`src/rtl/pdm_pkg.sv`:
```
// -----------------------------------------------------------------------------
// pdm_pkg
// Shared constants, types and helpers for the PDM-to-PCM CIC decimator.
//
// Configuration macro: PDM_DC_BLOCK_EN
//   When defined, each channel adds a DC-blocking stage. That stage costs one
//   extra pipeline cycle, so PIPE_LEN below grows by one.
// -----------------------------------------------------------------------------
package pdm_pkg;

    localparam int CIC_ORDER = 3;   // integrator / comb stages per channel
    localparam int CIC_W     = 19;  // CIC datapath width, wraps modulo 2^19
    localparam int PCM_W     = 16;  // output sample width
    localparam int DCB_SHIFT = 8;   // DC blocker pole: y -= y >>> 8
    localparam int DCB_W     = 24;  // DC blocker state width, 8 fractional bits

    typedef logic signed [CIC_W-1:0] cic_word_t;
    typedef logic signed [PCM_W-1:0] pcm_word_t;

    // Decimation strobe pipeline: one tap per comb stage, an optional DC
    // blocker tap, and a final tap that loads the output register.
`ifdef PDM_DC_BLOCK_EN
    localparam int PIPE_LEN = CIC_ORDER + 2;
`else
    localparam int PIPE_LEN = CIC_ORDER + 1;
`endif

    // Saturate a DC blocker sized value to the PCM range. The value fits
    // exactly when all bits above the PCM sign bit copy that sign bit.
    function automatic pcm_word_t sat_pcm(input logic signed [DCB_W-1:0] v);
        logic [DCB_W-PCM_W:0] top;
        top = v[DCB_W-1:PCM_W-1];
        if ((&top) || !(|top)) begin
            return v[PCM_W-1:0];
        end else if (v[DCB_W-1]) begin
            return {1'b1, {(PCM_W-1){1'b0}}};
        end else begin
            return {1'b0, {(PCM_W-1){1'b1}}};
        end
    endfunction

endpackage

```
`src/rtl/pdm_cic_decimator_if.sv`:
```
// -----------------------------------------------------------------------------
// pdm_cic_decimator_if
// Stereo PCM sample bus with a valid/ready handshake.
//   Sample_ready : consumer -> decimator, the consumer takes the current pair
//   Left_sample  : decimator -> consumer, signed PCM, left channel
//   Right_sample : decimator -> consumer, signed PCM, right channel
//   Sample_valid : decimator -> consumer, the sample pair is valid
//   Overrun      : decimator -> consumer, sticky "sample overwritten" flag
// master = decimator side, slave = consumer side.
// -----------------------------------------------------------------------------
interface pdm_cic_decimator_if;
    import pdm_pkg::*;

    logic      Sample_ready;
    pcm_word_t Left_sample;
    pcm_word_t Right_sample;
    logic      Sample_valid;
    logic      Overrun;

    modport master (
        input  Sample_ready,
        output Left_sample, Right_sample, Sample_valid, Overrun
    );

    modport slave (
        output Sample_ready,
        input  Left_sample, Right_sample, Sample_valid, Overrun
    );

endinterface

```
`src/rtl/pdm_cic_channel.sv`:
```
// -----------------------------------------------------------------------------
// pdm_cic_channel
// One PDM channel: 3 integrators, 3 combs, output scaling and, when
// PDM_DC_BLOCK_EN is defined, a first-order DC blocker.
//   clk        : system clock
//   rst_n      : asynchronous active-low reset
//   i_int_en   : advance the integrators by one PDM bit
//   i_bit      : PDM bit for this update (1 -> +1, 0 -> -1)
//   i_stage_en : one-hot walking strobe; bit k runs comb stage k, and bit
//                CIC_ORDER (DC blocker builds only) runs the DC blocker
//   o_sample   : scaled sample; stable by the time the top level loads it
// -----------------------------------------------------------------------------
module pdm_cic_channel
    import pdm_pkg::*;
#(
    parameter int OUT_SHIFT = 2
) (
    input  logic                clk,
    input  logic                rst_n,
    input  logic                i_int_en,
    input  logic                i_bit,
    input  logic [PIPE_LEN-2:0] i_stage_en,
    output pcm_word_t           o_sample
);

    cic_word_t r_int      [CIC_ORDER];
    cic_word_t r_comb     [CIC_ORDER];
    cic_word_t r_comb_dly [CIC_ORDER];
    cic_word_t w_comb_in  [CIC_ORDER];
    cic_word_t w_step;
    pcm_word_t w_scaled;

    assign w_step = i_bit ? cic_word_t'(1) : cic_word_t'(-1);

    // Integrators wrap modulo 2^CIC_W on purpose. The combs remove the wrap
    // because the true output always fits in CIC_W bits.
    always_ff @(posedge clk or negedge rst_n) begin
        if (!rst_n) begin
            // NOTE: these arrays are ordinary flops, not RAM, so they are
            // cleared in the reset branch like any other register.
            for (int k = 0; k < CIC_ORDER; k++) begin
                r_int[k] <= '0;
            end
        end else if (i_int_en) begin
            // NOTE: non-blocking assignments, so every stage adds the value
            // its upstream stage held before this edge.
            r_int[0] <= r_int[0] + w_step;
            for (int k = 1; k < CIC_ORDER; k++) begin
                r_int[k] <= r_int[k] + r_int[k-1];
            end
        end
    end

    always_comb begin
        // NOTE: every element is assigned on every pass, so no latch results.
        w_comb_in[0] = r_int[CIC_ORDER-1];
        for (int k = 1; k < CIC_ORDER; k++) begin
            w_comb_in[k] = r_comb[k-1];
        end
    end

    // Comb stage k runs one cycle after stage k-1 because it follows the
    // walking strobe.
    always_ff @(posedge clk or negedge rst_n) begin
        if (!rst_n) begin
            for (int k = 0; k < CIC_ORDER; k++) begin
                r_comb[k]     <= '0;
                r_comb_dly[k] <= '0;
            end
        end else begin
            for (int k = 0; k < CIC_ORDER; k++) begin
                if (i_stage_en[k]) begin
                    r_comb[k]     <= w_comb_in[k] - r_comb_dly[k];
                    r_comb_dly[k] <= w_comb_in[k];
                end
            end
        end
    end

    // Full scale is +/-R^3 = +/-125000, which becomes +/-31250 after the
    // shift, so the 16-bit truncation cannot wrap for R = 50.
    assign w_scaled = PCM_W'(r_comb[CIC_ORDER-1] >>> OUT_SHIFT);

`ifdef PDM_DC_BLOCK_EN
    // y[n] = x[n] - x[n-1] + y[n-1] - (y[n-1] >>> 8), with y in Q16.8.
    // Two guard bits hold the worst-case sum before it saturates back to
    // DCB_W bits.
    localparam int ACC_W = DCB_W + 2;

    pcm_word_t               r_dcb_x;
    logic signed [DCB_W-1:0] r_dcb_y;
    pcm_word_t               r_dcb_out;
    logic signed [ACC_W-1:0] w_acc;
    logic signed [DCB_W-1:0] w_y_next;

    always_comb begin
        w_acc    = (ACC_W'(w_scaled) - ACC_W'(r_dcb_x)) <<< DCB_SHIFT;
        w_acc    = w_acc + ACC_W'(r_dcb_y) - ACC_W'(r_dcb_y >>> DCB_SHIFT);
        w_y_next = w_acc[DCB_W-1:0];
        if (!((&w_acc[ACC_W-1:DCB_W-1]) || !(|w_acc[ACC_W-1:DCB_W-1]))) begin
            w_y_next = w_acc[ACC_W-1] ? {1'b1, {(DCB_W-1){1'b0}}}
                                      : {1'b0, {(DCB_W-1){1'b1}}};
        end
    end

    // The arithmetic shift drops the fraction, which rounds toward -inf.
    always_ff @(posedge clk or negedge rst_n) begin
        if (!rst_n) begin
            r_dcb_x   <= '0;
            r_dcb_y   <= '0;
            r_dcb_out <= '0;
        end else if (i_stage_en[CIC_ORDER]) begin
            r_dcb_x   <= w_scaled;
            r_dcb_y   <= w_y_next;
            r_dcb_out <= sat_pcm(w_y_next >>> DCB_SHIFT);
        end
    end

    assign o_sample = r_dcb_out;
`else
    assign o_sample = w_scaled;
`endif

endmodule

```
`src/rtl/pdm_cic_decimator.sv`:
```
// -----------------------------------------------------------------------------
// pdm_cic_decimator
// Converts two 1-bit PDM streams to 16-bit stereo PCM with one 3rd-order CIC
// decimator per channel. Decimation is by DECIMATION.
//   Clock_100MHz  : system clock, the only clock in the block
//   Reset_n       : asynchronous active-low reset
//   CLK           : PDM bit clock; it is sampled as data, never used as a clock
//   Left_channel  : PDM bit; changes on the falling edge of CLK
//   Right_channel : PDM bit; changes on the rising edge of CLK
//   pcm           : sample bus (valid/ready, samples, sticky Overrun)
// Parameters: DECIMATION (R), OUT_SHIFT (right shift before 16-bit truncation).
// Macro PDM_DC_BLOCK_EN adds a DC blocker and one cycle of latency.
// -----------------------------------------------------------------------------
module pdm_cic_decimator
    import pdm_pkg::*;
#(
    parameter int DECIMATION = 50,
    parameter int OUT_SHIFT  = 2
) (
    input  logic                Clock_100MHz,
    input  logic                Reset_n,
    input  logic                CLK,
    input  logic                Left_channel,
    input  logic                Right_channel,
    pdm_cic_decimator_if.master pcm
);

    localparam int             CNT_W    = (DECIMATION > 1) ? $clog2(DECIMATION) : 1;
    localparam logic [CNT_W-1:0] CNT_LAST = CNT_W'(DECIMATION - 1);

    logic                r_clk_meta;
    logic                r_clk_sync;
    logic                r_clk_prev;
    logic                r_l_bit;
    logic                r_r_bit;
    logic                r_int_en;
    logic [CNT_W-1:0]    r_dec_cnt;
    logic [PIPE_LEN-1:0] r_pipe;
    pcm_word_t           r_left_sample;
    pcm_word_t           r_right_sample;
    logic                r_valid;
    logic                r_overrun;

    logic                w_rise;
    logic                w_fall;
    logic                w_dec_wrap;
    logic                w_load;
    pcm_word_t           w_left;
    pcm_word_t           w_right;

    assign w_rise = r_clk_sync & ~r_clk_prev;
    assign w_fall = ~r_clk_sync & r_clk_prev;

    // Each channel is captured mid-bit, half a period away from its own data
    // transition. The integrators step one cycle after the rise, so they
    // use the fresh left bit and the right bit captured at the last fall.
    always_ff @(posedge Clock_100MHz or negedge Reset_n) begin
        if (!Reset_n) begin
            r_clk_meta <= 1'b0;
            r_clk_sync <= 1'b0;
            r_clk_prev <= 1'b0;
            r_l_bit    <= 1'b0;
            r_r_bit    <= 1'b0;
            r_int_en   <= 1'b0;
        end else begin
            r_clk_meta <= CLK;
            r_clk_sync <= r_clk_meta;
            r_clk_prev <= r_clk_sync;
            if (w_fall) r_r_bit <= Right_channel;
            if (w_rise) r_l_bit <= Left_channel;
            r_int_en   <= w_rise;
        end
    end

    // Counts integrator updates. The wrap on the last update starts the comb
    // pipeline one cycle later, after the integrators have settled.
    assign w_dec_wrap = r_int_en && (r_dec_cnt == CNT_LAST);

    always_ff @(posedge Clock_100MHz or negedge Reset_n) begin
        if (!Reset_n) begin
            r_dec_cnt <= '0;
            r_pipe    <= '0;
        end else begin
            if (r_int_en) begin
                r_dec_cnt <= (r_dec_cnt == CNT_LAST) ? '0 : r_dec_cnt + 1'b1;
            end
            // r_pipe[0] is dec_stb. Each later tap runs the next stage, and
            // the last tap loads the output register.
            r_pipe <= {r_pipe[PIPE_LEN-2:0], w_dec_wrap};
        end
    end

    pdm_cic_channel #(.OUT_SHIFT(OUT_SHIFT)) u_left (
        .clk        (Clock_100MHz),
        .rst_n      (Reset_n),
        .i_int_en   (r_int_en),
        .i_bit      (r_l_bit),
        .i_stage_en (r_pipe[PIPE_LEN-2:0]),
        .o_sample   (w_left)
    );

    pdm_cic_channel #(.OUT_SHIFT(OUT_SHIFT)) u_right (
        .clk        (Clock_100MHz),
        .rst_n      (Reset_n),
        .i_int_en   (r_int_en),
        .i_bit      (r_r_bit),
        .i_stage_en (r_pipe[PIPE_LEN-2:0]),
        .o_sample   (w_right)
    );

    // A new sample always loads. It counts as an overrun only when the held
    // sample is still unaccepted in that same cycle.
    assign w_load = r_pipe[PIPE_LEN-1];

    always_ff @(posedge Clock_100MHz or negedge Reset_n) begin
        if (!Reset_n) begin
            r_left_sample  <= '0;
            r_right_sample <= '0;
            r_valid        <= 1'b0;
            r_overrun      <= 1'b0;
        end else if (w_load) begin
            r_left_sample  <= w_left;
            r_right_sample <= w_right;
            r_valid        <= 1'b1;
            if (r_valid && !pcm.Sample_ready) r_overrun <= 1'b1;
        end else if (r_valid && pcm.Sample_ready) begin
            r_valid <= 1'b0;
        end
    end

    assign pcm.Left_sample  = r_left_sample;
    assign pcm.Right_sample = r_right_sample;
    assign pcm.Sample_valid = r_valid;
    assign pcm.Overrun      = r_overrun;

endmodule

```
`src/flat_wrapper.sv`:
```
// flat-port wrapper written by rule: the top's interface ports become plain ports
module pdm_cic_decimator_flat import pdm_pkg::*;
#(
    parameter int DECIMATION = 50,
    parameter int OUT_SHIFT  = 2
)
  (Clock_100MHz, Reset_n, CLK, Left_channel, Right_channel, pcm_Sample_ready, pcm_Left_sample, pcm_Right_sample, pcm_Sample_valid, pcm_Overrun);
  pdm_cic_decimator_if pcm_i ();
  input  logic Clock_100MHz;
  input  logic Reset_n;
  input  logic CLK;
  input  logic Left_channel;
  input  logic Right_channel;
  input wire logic [$bits(pcm_i.Sample_ready)-1:0] pcm_Sample_ready;
  output wire logic [$bits(pcm_i.Left_sample)-1:0] pcm_Left_sample;
  output wire logic [$bits(pcm_i.Right_sample)-1:0] pcm_Right_sample;
  output wire logic [$bits(pcm_i.Sample_valid)-1:0] pcm_Sample_valid;
  output wire logic [$bits(pcm_i.Overrun)-1:0] pcm_Overrun;
  assign pcm_i.Sample_ready = pcm_Sample_ready;
  assign pcm_Left_sample = pcm_i.Left_sample;
  assign pcm_Right_sample = pcm_i.Right_sample;
  assign pcm_Sample_valid = pcm_i.Sample_valid;
  assign pcm_Overrun = pcm_i.Overrun;
  pdm_cic_decimator #(.DECIMATION(DECIMATION), .OUT_SHIFT(OUT_SHIFT)) u_core (.Clock_100MHz(Clock_100MHz), .Reset_n(Reset_n), .CLK(CLK), .Left_channel(Left_channel), .Right_channel(Right_channel), .pcm(pcm_i));
endmodule
```
`config.mk`:
```
export PLATFORM = sky130hd
export DESIGN_NAME = pdm_cic_decimator_flat
export DESIGN_NICKNAME = d
export VERILOG_FILES = /design/src/rtl/pdm_pkg.sv /design/src/rtl/pdm_cic_decimator_if.sv /design/src/rtl/pdm_cic_channel.sv /design/src/rtl/pdm_cic_decimator.sv /design/src/flat_wrapper.sv
export SDC_FILE = /design/constraint.sdc
export NUM_CORES = 1
export LEC_CHECK = 0
export ABC_CLOCK_PERIOD_IN_PS = 3900
export BUFFER_PORTS_ARGS = -buffer_cell sky130_fd_sc_hd__buf_2
export CAP_MARGIN = 40
export CORE_MARGIN = 2
export CORE_UTILIZATION = 45
export DETAILED_ROUTE_END_ITERATION = 6
export GPL_ROUTABILITY_DRIVEN = 1
export SYNTH_ARGS = -nofsm -noshare
export SYNTH_HDL_FRONTEND = slang
export SYNTH_SLANG_ARGS = --single-unit
export TNS_END_PERCENT = 30
```
`constraint.sdc`:
```
create_clock -name Clock_100MHz -period 3.9 [get_ports Clock_100MHz]
set_clock_uncertainty 0.15 [all_clocks]
set_input_delay 0.975 -clock Clock_100MHz [delete_from_list [all_inputs] [get_ports Clock_100MHz]]
set_output_delay 0.975 -clock Clock_100MHz [all_outputs]
set_load 0.05 [all_outputs]
```
==> run metrics, run 1 <==
Syn Nets=2,628; Hold WC Path Type=flip-flop to flip-flop; Max-slew headroom=a little over two fifths; Synth Register Bits=370; max_cap viols=0; Final HPWL DP=33.3 mm; P per Cell Area=763 nW/um2; Rows=83; Synth Instances=roughly 2,400; Antenna diodes=0; CP Launch Point=u_core.r_r_bit; status=complete, no violations; Leak=11.9 nW; initial core utilization=45.4%; number of global-route vias before repair=16,800; Crit Path Class=flip-flop to flip-flop; Post-DRT Antenna Nets=0; RSZ-0062 raised after global routing=false; Post-synth EDFFs=0; CP arrival=3390 ps; total CTS buffers=42; top cell type's share of synthesized area=around two fifths; Starting DRT DRC Count=919; DR vias/cell=5.47; Avg Cell Area, Syn=just under 10 um2; placed cells=about 3,100; maximum fanout along the worst path=12; GRT Util Overall=roughly 18%; Tcrit/Tclk final=79.2%; ys async rst share=100%; Power Total=19.6 mW; Int Power=11.7 mW; FF-to-FF Start=u_core.r_r_bit; largest net degree at the start of global routing=104; quantity of gates resized following cts=0; Register Area=9270 um2; GP Congestion=0.843; port bufs=39; switching power=7.89 mW; worst slew pin tran=836 ps; Ports=40; die width=between 200 and 250 um; Detailed Routing Iterations Pass 1=7; largest cells by area after synthesis=dfrtp_1 40%, ha_1 11%, mux2_2 7.4%; dpl ws=813 ps; clk_lat worst skew=570 ps; drc violations=0; # Post-CTS Setup Buffers=0; TritonCTS clock tree=built; fin. max-slew vios=0; # clock sinks=370; Seq/Total Area, Yosys=39.8%; WL final=46.4 mm; Main synth FF type=dfrtp_1; top cells by count, synth=370 x dfrtp_1, 223 x nand2_1, 203 x o21ai_0; vias=17,200; post-synth cell types=72; Clock Tree Buf Depth=3; Comb power frac=51.7%; Core Area=51,200 um2; Peak Freq=324 MHz; root buf cell=clkbuf_16; critical path required time=4200 ps; Clock Pin Slew Worst Setup and Hold Paths=60 ps; full die area=around 54,000 um2; Period minus WS final=3090 ps; first-pass GRT wire length=80.7 mm; ratio of cells with drive above 1 in the final layout=around 12%; WL/cell=~15 um; Final Hold Fails=0; count leader, synth=dfrtp_1; Hold Buf Count CTS=0; Hold Path Origin=u_core.r_clk_meta; non-filler instance count after layout=3,139; area grow syn2layout=10.5%; Final setup violation count=0; startpoint types=flip-flop; area of the multi-input gates=13,000 um2; post-synth top area cell=dfrtp_1; worst vdd ir=0.319 mV; # H-tree levels=2; Seq pwr share=27.1%; Die Y=roughly 230 um; Yosys warnings=0; total grt overflow=0; mapped cell area=between 20,000 and 25,000 um2; utilization after layout=50.2%; clock network power share=21.2%; fill count=roughly 4,700; antenna violations before repair=0; Final Net Count=2,647; switch share=40.2%; worst setup margin=811 ps; CP Capture Type=flip-flop; Setup TNS=0 ps
-- cells by family after synthesis --
logic type	Yosys count	synth area share, %
simple gates	533	11.0
flops	370	39.8
mux	163	7.83
xor+xnor	136	5.12
fa+ha+maj	212	11.7
buf+inv	263	4.24
compound gates	733	20.3
-- critical path, stage by stage (launching register included) --
cell and delay (ps):
dfrtp_1 410, inv_1 330, ha_1 370, a2111oi_0 610
a221o_1 280, o221ai_2 130, a311oi_1 340, xnor2_1 100
mux2_2 260
-- metal layers --
layer | global-route usage (%) | up-vias | routed length [um] | share of wire (%)
met1 | 23.6 | 8134 | 22500 | 49
met3 | 2.97 | 68 | 1470 | 3.2
met4 | 4.58 | 0 | 934 | 2.0
met2 | 30.1 | 205 | 21400 | 46
met5 | 0 | - | 0 | 0
li1 | - | 8769 | - | -
-- power by group through the flow --
stage	Sequential (mW)	Clock [mW]	Combinational, mW
finish	5.32	4.15	10.1
global route	5.45	4.45	11.4
CTS	5.32	4.29	10.1
detailed placement	5.39	0	10.0
global placement	5.36	0	9.75
floorplan	5.06	0	8.30
-- through the flow --
step / area (um2) / hold slack (ps)
2_1_floorplan: 23300 / 181
3_3_place_gp: 24200 / 191
3_5_place_dp: 24200 / 191
4_1_cts: 25700 / 204
5_1_grt: 25700 / 207
6_report: 25700 / 200
-- worst paths after layout --
| kind | cells after the start | slack [ps] | endpoint |
|---|---|---|---|
| worst max-delay path | 8 | 810 | u_core.u_right.r_int[54] |
| worst min-delay path | 0 | 200 | u_core.r_clk_sync |
| worst max register to register | 8 | 810 | u_core.u_right.r_int[54] |
| worst min register to register | 0 | 200 | u_core.r_clk_sync |
| max in group asynchronous | 2 | 2450 | u_core.r_int_en |
| min in group asynchronous | 1 | 250 | u_core.u_right.r_comb_dly[2] |
-- area by class of cell --
cell class	instances	share of cell area, %
clock buffer	62	4.85
clock inverter	12	0.818
inverter	181	2.64
multi-input combinational	1777	50.6
sequential	370	36.1
tap	680	3.31
timing repair buffer	57	1.66
-- sequential cells by signal (all words and copies together) (netlist names), 4 cells and up --
register / count
u_core.u_left.r_int: 54
u_core.r_dec_cnt: 6
u_core.pcm.Left_sample: 16
u_core.u_right.r_comb_dly: 54
u_core.pcm.Right_sample: 16
u_core.u_right.r_int: 54
u_core.u_left.o_sample: 16
u_core.u_left.r_comb_dly: 54
u_core.u_left.r_comb: 36
u_core.u_right.r_comb: 36
u_core.u_right.o_sample: 16
u_core.r_pipe: 4
-- placed cells by master (no fill, tap or decap), types with 10 or more instances in the layout --
cell type / count
a21oi_1: 183
nand4_1: 21
ha_1: 202
xor2_1: 40
xnor2_1: 96
nand2_1: 223
nand3b_1: 10
nor2b_1: 34
o211ai_1: 14
clkbuf_8: 10
o21bai_1: 21
o31ai_1: 21
nor3_1: 35
a211o_1: 14
mux2_2: 152
and3_1: 16
a21o_1: 75
o311ai_0: 15
inv_1: 179
dfrtp_1: 366
o2bb2ai_1: 10
nand2b_1: 15
a31oi_1: 16
mux2i_1: 11
clkbuf_16: 43
buf_4: 11
fa_1: 10
o21a_1: 31
o21ai_0: 203
buf_2: 38
or3_1: 17
nand3_1: 32
a211oi_1: 25
nor2_1: 82
Power figures use the tool's default switching activity.
==> run 2: changes to the inputs <==
--- a/config.mk
+++ b/config.mk
@@ -5,7 +5,8 @@
 export SDC_FILE = /design/constraint.sdc
 export NUM_CORES = 1
 export LEC_CHECK = 0
-export ABC_CLOCK_PERIOD_IN_PS = 3900
+export ABC_AREA = 1
+export ABC_CLOCK_PERIOD_IN_PS = 2500
 export BUFFER_PORTS_ARGS = -buffer_cell sky130_fd_sc_hd__buf_2
 export CAP_MARGIN = 40
 export CORE_MARGIN = 2
==> constraint.sdc (replaced) <==
create_clock -name Clock_100MHz -period 2.5 [get_ports Clock_100MHz]
set_clock_uncertainty 0.15 [all_clocks]
set_input_delay 0.625 -clock Clock_100MHz [delete_from_list [all_inputs] [get_ports Clock_100MHz]]
set_output_delay 0.625 -clock Clock_100MHz [all_outputs]
set_load 0.05 [all_outputs]
==> run 2 against run 1 <==
Worst setup slack lost 630 ps. Area after synthesis rose by 7.0%. Via count rose by 25%. Register-to-register slack worse by 630 ps. Sequential cell count is the same. Core utilization down 0.060 points. Maximum frequency rose by 33%. Hold slack got worse by 95 ps. Clock power is 54% higher. Sequential share of layout area down 2.4 points. Critical path type unchanged. Largest cell class unchanged. Highest routed layer unchanged.
==> run metrics, run 2 <==
status=complete, no violations (unchanged); DR WL met3=1.61 mm (was 1.47 mm); Peak Freq=432 MHz (was 324 MHz); startpoint types=flip-flop (unchanged); switch share=43.9% (was 40.2%); Synth Register Bits=370 (unchanged); Critical-path top delay cell=dfrtp_1 (was a2111oi_0); Seq/Total Area, Yosys=37.2% (was 39.8%); max_cap viols=0 (unchanged); total CTS buffers=44 (was 42); Core Area=54,900 um2 (was 51,200 um2); drc violations=0 (unchanged); Post-DRT Antenna Nets=0 (unchanged); number of global-route vias before repair=21,600 (was 16,800); Area after DPL=26,000 um2 (was 24,200 um2); WL final=56.6 mm (was 46.4 mm); ratio of cells with drive above 1 in the final layout=6.46% (was 12.2%); Comb power frac=49.7% (was 51.7%); # clock sinks=370 (unchanged); antenna violations before repair=0 (unchanged); worst path cell trace=inv_1 > buf_12 > ha_1 > a21oi_1 > a21boi_1 > nor2_1 > nor2_1 > nand3_1 > nand3_1 > nand2_1 (was inv_1 > ha_1 > a2111oi_0 > a221o_1 > o221ai_2 > a311oi_1 > xnor2_1 > mux2_2); Clock Pin Slew Worst Setup and Hold Paths=60 ps (about the same); Rows=86 (was 83); Ports=40 (unchanged); Final Net Count=3,731 (was 2,647); Starting DRT DRC Count=1,005 (was 919); clock network power share=22.3% (was 21.2%); GRT Util Overall=20.5% (was 17.8%); Post-synth EDFFs=0 (unchanged); Hold WC Path Type=input port to flip-flop (was flip-flop to flip-flop); Main synth FF type=dfrtp_1 (unchanged); post-synth cell types=40 (was 72); TritonCTS clock tree=built (unchanged); CP bufs+invs=2 (was 1); Final Hold Fails=0 (unchanged); most common cell after layout, fill and taps aside=nand2_1 (was dfrtp_1); FF-to-FF Start=u_core.r_r_bit (unchanged); Final HPWL DP=42.8 mm (was 33.3 mm); Detailed Routing Iterations Pass 1=5 (was 7); Worst Hold Path EP=u_core.pcm.Overrun (was u_core.r_clk_sync); Period minus WS final=2310 ps (was 3090 ps); R2R Setup Slk=190 ps (was 810 ps); met2 routed WL=27.8 mm (was 21.4 mm); P per Cell Area=1040 nW/um2 (was 763 nW/um2); GP Congestion=0.869 (was 0.843); largest net degree at the start of global routing=92 (was 104); initial core utilization=45.4% (about the same); most frequent cells in the layout=1,218 x nand2_1, 374 x inv_1, 365 x dfrtp_1 (was 366 x dfrtp_1, 223 x nand2_1, 203 x o21ai_0); worst slew pin tran=743 ps (was 836 ps); Crit Path Class=flip-flop to flip-flop (unchanged); Max-slew headroom=50.1% (was 42.8%); # H-tree levels=2 (unchanged); post-synth top area cell=dfrtp_1 (unchanged); Antenna diodes=0 (unchanged); Die Y=239 um (was 231 um); RSZ-0062 raised after global routing=true (was false); first-pass GRT wire length=99.0 mm (was 80.7 mm); Clock Tree Buf Depth=3 (unchanged); Seq pwr share=28.0% (was 27.1%); vias=21,500 (was 17,200); Synth Instances=3,471 (was 2,410); top cells by count, synth=1,218 x nand2_1, 376 x inv_1, 370 x dfrtp_1 (was 370 x dfrtp_1, 223 x nand2_1, 203 x o21ai_0); top cell type's share of synthesized area=37.2% (was 39.8%); DR vias/cell=5.07 (was 5.47); Leak=14.9 nW (was 11.9 nW); RR Endpoint=u_core.u_right.r_int[52] (was u_core.u_right.r_int[54]); Final Cell Area=27,500 um2 (was 25,700 um2); area grow syn2layout=10.6% (was 10.5%); root buf cell=clkbuf_16 (unchanged); uppermost layer routed=met4 (unchanged); total grt overflow=0 (unchanged); full die area=57,200 um2 (was 53,500 um2); fill count=5,519 (was 4,682); R2R depth=10 (was 8); Worst Hold Path Cells=2 (was 0); Avg Cell Area, Syn=7.17 um2 (was 9.65 um2); Int Power=16.1 mW (was 11.7 mW); Syn Nets=3,689 (was 2,628); critical path's top delay family=compound AO/OA/AOI/OAI gates (unchanged); utilization after layout=50.1% (was 50.2%); worst vdd ir=0.479 mV (was 0.319 mV); wl on met1=25.9 mm (was 22.5 mm); clk_lat worst skew=570 ps (about the same); maximum fanout along the worst path=12 (unchanged); CP arrival=2620 ps (was 3390 ps); CP Capture Type=flip-flop (unchanged); critical path required time=2800 ps (was 4200 ps); switching power=12.6 mW (was 7.89 mW); fin. max-slew vios=0 (unchanged); WL/cell=13.3 um (was 14.8 um); Yosys warnings=0 (unchanged); count leader, synth=nand2_1 (was dfrtp_1); Final setup violation count=0 (unchanged); max incr delay on CP=410 ps (was 610 ps); port bufs=39 (unchanged); Hold Path Origin=pcm_Sample_ready (was u_core.r_clk_meta); largest cells by area after synthesis=dfrtp_1 37%, nand2_1 18%, ha_1 10% (was dfrtp_1 40%, ha_1 11%, mux2_2 7.4%); WHS=105 ps (was 200 ps); Tcrit/Tclk final=92.6% (was 79.2%); die width=239 um (was 231 um); ys async rst share=100% (unchanged); mapped cell area=24,900 um2 (was 23,300 um2)
## run 2: changes by cell type in the layout (fill, tap and decap cells not counted), moves of 34 or more
cell	delta
nand3_1	+243
nor2b_1	-34
a21o_1	-68
nor2_1	+167
nand2_1	+995
inv_1	+195
mux2_2	-152
a21oi_1	-51
xnor2_1	-44
## run 2: how the worst max path moves through the flow
| stage | depth (start not counted) | to | start |
|---|---|---|---|
| 2_1_floorplan | 13 | u_core.u_left.r_int[31] | u_core.u_left.r_int[38] |
| 3_3_place_gp | 11 | u_core.u_left.r_int[47] | u_core.r_l_bit |
| 3_5_place_dp | 9 | u_core.u_left.r_int[52] | u_core.r_l_bit |
| 4_1_cts | 9 | u_core.u_left.r_int[52] | u_core.r_l_bit |
| 5_1_grt | 14 | u_core.u_right.r_comb[54] | u_core.u_right.r_int[0] |
| 6_report | 10 | u_core.u_right.r_int[52] | u_core.r_r_bit |
## run 2: layer usage
| metal | up-vias | GRT usage [%] |
|---|---|---|
| met5 | - | 0 |
| met4 | 0 | 6.04 |
| met3 | 91 | 3.07 |
| met2 | 248 | 37.4 |
| met1 | 9901 | 24.9 |
| li1 | 11300 | - |
## run 2: what timing repair did
item                                    4_1_cts  5_1_grt
hold endpoints to repair                     25        0
hold buffers                                  2        0
gates resized for setup                       0        4
endpoints found under the setup margin        0       17
setup buffers                                 0        1
## run 2: cell type report
| cell class | instances | area (um2) | area share, % |
|---|---|---|---|
| Tap cell | 704 | 881 | 3.20 |
| Timing Repair Buffer | 71 | 621 | 2.26 |
| Sequential cell | 370 | 9270 | 33.7 |
| Clock inverter | 18 | 208 | 0.755 |
| Multi-Input combinational cell | 2643 | 13900 | 50.4 |
| Clock buffer | 59 | 1230 | 4.46 |
| Inverter | 383 | 1440 | 5.24 |
## run 2: worst register-to-register path: stages, from the launching register on
cell	delay, ps
dfrtp_1	410
inv_1	220
buf_12	180
ha_1	290
a21oi_1	250
a21boi_1	270
nor2_1	60
nor2_1	120
nand3_1	90
nand3_1	100
nand2_1	50
## run 2: logic make-up after synthesis
group | Yosys count | synth area share [%]
XOR/XNOR | 77 | 2.71
buffers and inverters | 458 | 7.07
adder cells (fa/ha/maj) | 212 | 11.0
flip-flops | 370 | 37.2
AO/OA/AOI/OAI | 457 | 10.3
AND/OR/NAND/NOR | 1897 | 31.8
## run 2: power groups by stage
stage	combinational (mW)	sequential, mW	clock, mW
6_report	14.3	8.04	6.41
5_1_grt	16.5	8.19	6.90
4_1_cts	14.3	8.04	6.66
3_5_place_dp	14.2	8.14	0
3_3_place_gp	14.0	8.11	0
2_1_floorplan	11.3	7.69	0
## run 2: stage by stage
step                      setup TNS (ps)  instances  setup WS, ps  power (mW)
after floorplan                        0       3471           426        19.0
after global placement                 0       4167          93.9        22.1
after detailed placement               0       4168          33.7        22.4
after CTS                              0       4247          28.9        29.0
after global routing               -33.2       4248         -33.2        31.6
final                                  0       4248           185        28.7
==> run 3: changes to the inputs <==
--- a/config.mk
+++ b/config.mk
@@ -9,6 +9,7 @@
 export ABC_CLOCK_PERIOD_IN_PS = 2500
 export BUFFER_PORTS_ARGS = -buffer_cell sky130_fd_sc_hd__buf_2
 export CAP_MARGIN = 40
+export CORE_ASPECT_RATIO = 2
 export CORE_MARGIN = 2
 export CORE_UTILIZATION = 45
 export DETAILED_ROUTE_END_ITERATION = 6
==> run 3 against run 2 <==
Total power fell by 1.5%. Sequential power rose by 0.7%. Combinational power barely moved. Clock power fell by 8.4%. Sequential share of layout area rose by 0.27 points. Final cell count fell by 0.73%. Critical path depth rose by 3. Via count fell by 0.63%. First-iteration DRC count rose by 21%. Design area fell by 0.77%. Critical endpoint is now u_core.u_left.r_int[33].
==> run metrics, run 3 (synthesis results as in run 2) <==
non-filler instance count after layout=4,217 (was 4,248); fill count=5,544 (was 5,519); Period minus WS final=2310 ps (about the same); most common cell after layout, fill and taps aside=nand2_1 (unchanged); met1 usage=28.5% (was 24.9%); total CTS buffers=38 (was 44); Max-slew headroom=50.7% (was 50.1%); critical path required time=2780 ps (was 2800 ps); Final Cell Area=27,300 um2 (was 27,500 um2); Clock Pin Slew Worst Setup and Hold Paths=60 ps (about the same); Final Net Count=3,726 (was 3,731); GP Congestion=0.847 (was 0.869); worst path cell trace=ha_2 > inv_1 > fa_1 > inv_1 > nand2_1 > o21ai_2 > nand2_1 > nand2_1 > nand3b_1 > nand2_1 > nand2_1 > nand3_1 > nand2_1 (was inv_1 > buf_12 > ha_1 > a21oi_1 > a21boi_1 > nor2_1 > nor2_1 > nand3_1 > nand3_1 > nand2_1); Hold WC Path Type=input port to flip-flop (unchanged); Tcrit/Tclk final=92.5% (was 92.6%); ratio of cells with drive above 1 in the final layout=6.53% (was 6.46%); WL final=57.6 mm (was 56.6 mm); GRT met3 Usage=1.97% (was 3.07%); die width=170 um (was 239 um); # clock sinks=370 (unchanged); worst setup margin=187 ps (was 185 ps); maximum fanout along the worst path=5 (was 12); WL/cell=13.7 um (was 13.3 um); number of global-route vias before repair=20,700 (was 21,600); Final setup violation count=0 (unchanged); P per Cell Area=1040 nW/um2 (about the same); Ports=40 (unchanged); fin. max-slew vios=0 (unchanged); full die area=57,300 um2 (was 57,200 um2); Peak Freq=432 MHz (about the same); status=complete, no violations (unchanged); CP bufs+invs=2 (unchanged); antenna violations before repair=0 (unchanged); placed cells=4,147 (was 4,168); grt peak-use layer=met2 (unchanged); first-pass GRT wire length=100 mm (was 99.0 mm); Critical-path top delay cell=fa_1 (was dfrtp_1); initial core utilization=45.3% (was 45.4%); area grow syn2layout=9.71% (was 10.6%); Final Hold Fails=0 (unchanged); Leak=14.8 nW (was 14.9 nW); largest net degree at the start of global routing=124 (was 92); drc violations=0 (unchanged); clk_lat worst skew=550 ps (was 570 ps); total grt overflow=0 (unchanged); Worst Hold Path Cells=1 (was 2); Starting DRT DRC Count=1,217 (was 1,005); max incr delay on CP=460 ps (was 410 ps); Die Y=337 um (was 239 um); RSZ-0062 raised after global routing=true (unchanged); worst vdd ir=0.777 mV (was 0.479 mV); Antenna diodes=0 (unchanged); startpoint types=flip-flop (unchanged); root buf cell=clkbuf_16 (unchanged); TritonCTS clock tree=built (unchanged); GRT Util Overall=20.8% (was 20.5%); dpl ws=43.9 ps (was 33.7 ps); Area after DPL=26,000 um2 (about the same); Clock Tree Buf Depth=3 (unchanged); port bufs=39 (unchanged); met2 Use GR=34.9% (was 37.4%); DR vias/cell=5.07 (about the same); utilization after layout=49.7% (was 50.1%); most used cell, CP=nand2_1; Crit Path Class=flip-flop to flip-flop (unchanged); Final HPWL DP=43.8 mm (was 42.8 mm); critical path's top delay family=adder cells (was compound AO/OA/AOI/OAI gates); Setup TNS=0 ps (unchanged); # H-tree levels=2 (unchanged); Post-DRT Antenna Nets=0 (unchanged); vias=21,400 (was 21,500); CP arrival=2600 ps (was 2620 ps); CP Capture Type=flip-flop (unchanged); most frequent cells in the layout=1,217 x nand2_1, 374 x inv_1, 364 x dfrtp_1 (was 1,218 x nand2_1, 374 x inv_1, 365 x dfrtp_1); Detailed Routing Iterations Pass 1=5 (unchanged); R2R depth=13 (was 10); cell depth of the worst setup path=13 (was 10); Rows=122 (was 86); Core Area=55,000 um2 (was 54,900 um2); worst slew pin tran=739 ps (was 743 ps); max_cap viols=0 (unchanged)
==> run 3: cell count changes in the layout (fill, tap and decap cells not counted), sizes merged <==
cell	before	now
dlygate4sd3	2	1
inv	377	376
buf	69	71
clkinvlp	2	4
clkinv	18	14
bufinv	4	2
clkbuf	59	54
==> run 3: timing repair <==
action                                 4_1_cts  5_1_grt
endpoints found under the hold margin       37        0
buffers inserted                             0        2
resized for setup                            0        9
setup endpoints to repair                    0       29
hold buffers                                 1        0
==> run 3: metrics by stage <==
step,hold slack (ps),power (mW)
6_report,34.5,28.3
5_1_grt,11.4,31.1
4_1_cts,1.77,28.4
3_5_place_dp,208,22.4
3_3_place_gp,216,22.3
2_1_floorplan,179,19.0
==> run 3: worst paths after layout <==
check | from | endpoint | slack (ps)
worst max register to register | u_core.u_left.r_int[38] | u_core.u_left.r_int[33] | 190
worst max-delay path | u_core.u_left.r_int[38] | u_core.u_left.r_int[33] | 190
max in group asynchronous | Reset_n | u_core.u_right.r_int[53] | 1010
min in group asynchronous | Reset_n | u_core.pcm.Left_sample[3] | 460
worst min register to register | u_core.r_clk_meta | u_core.r_clk_sync | 210
worst min-delay path | CLK | u_core.r_clk_meta | 30
==> run 3: routing by layer <==
| layer | part of all wire (%) | up-vias |
|---|---|---|
| met5 | 0 | - |
| met4 | 2.8 | 0 |
| met3 | 2.7 | 97 |
| met2 | 46 | 291 |
| met1 | 48 | 9724 |
| li1 | - | 11300 |
==> run 3: worst register-to-register path, stage by stage (launching register included) <==
cell,delay (ps)
dfrtp_2,420
ha_2,220
inv_1,60
fa_1,460
inv_1,90
nand2_1,80
o21ai_2,170
nand2_1,70
nand2_1,100
nand3b_1,110
nand2_1,90
nand2_1,40
nand3_1,80
nand2_1,60
==> run 3: final cells by class <==
type | instances | area [um2] | share of cell area, %
multi-input cells | 2643 | 13900 | 50.8
flip-flops and latches | 370 | 9270 | 33.9
inverters | 383 | 1450 | 5.30
clock buffers | 54 | 1140 | 4.18
well taps | 682 | 853 | 3.13
repair buffers | 72 | 581 | 2.13
clock inverters | 13 | 131 | 0.481
==> run 3: where the power goes <==
group | total, mW | leakage (nW) | switching [mW] | internal (mW)
Combinational | 14.3 | 9.18 | 8.95 | 5.36
Sequential | 8.10 | 4.94 | 1.20 | 6.90
Clock | 5.87 | 0.629 | 2.47 | 3.40
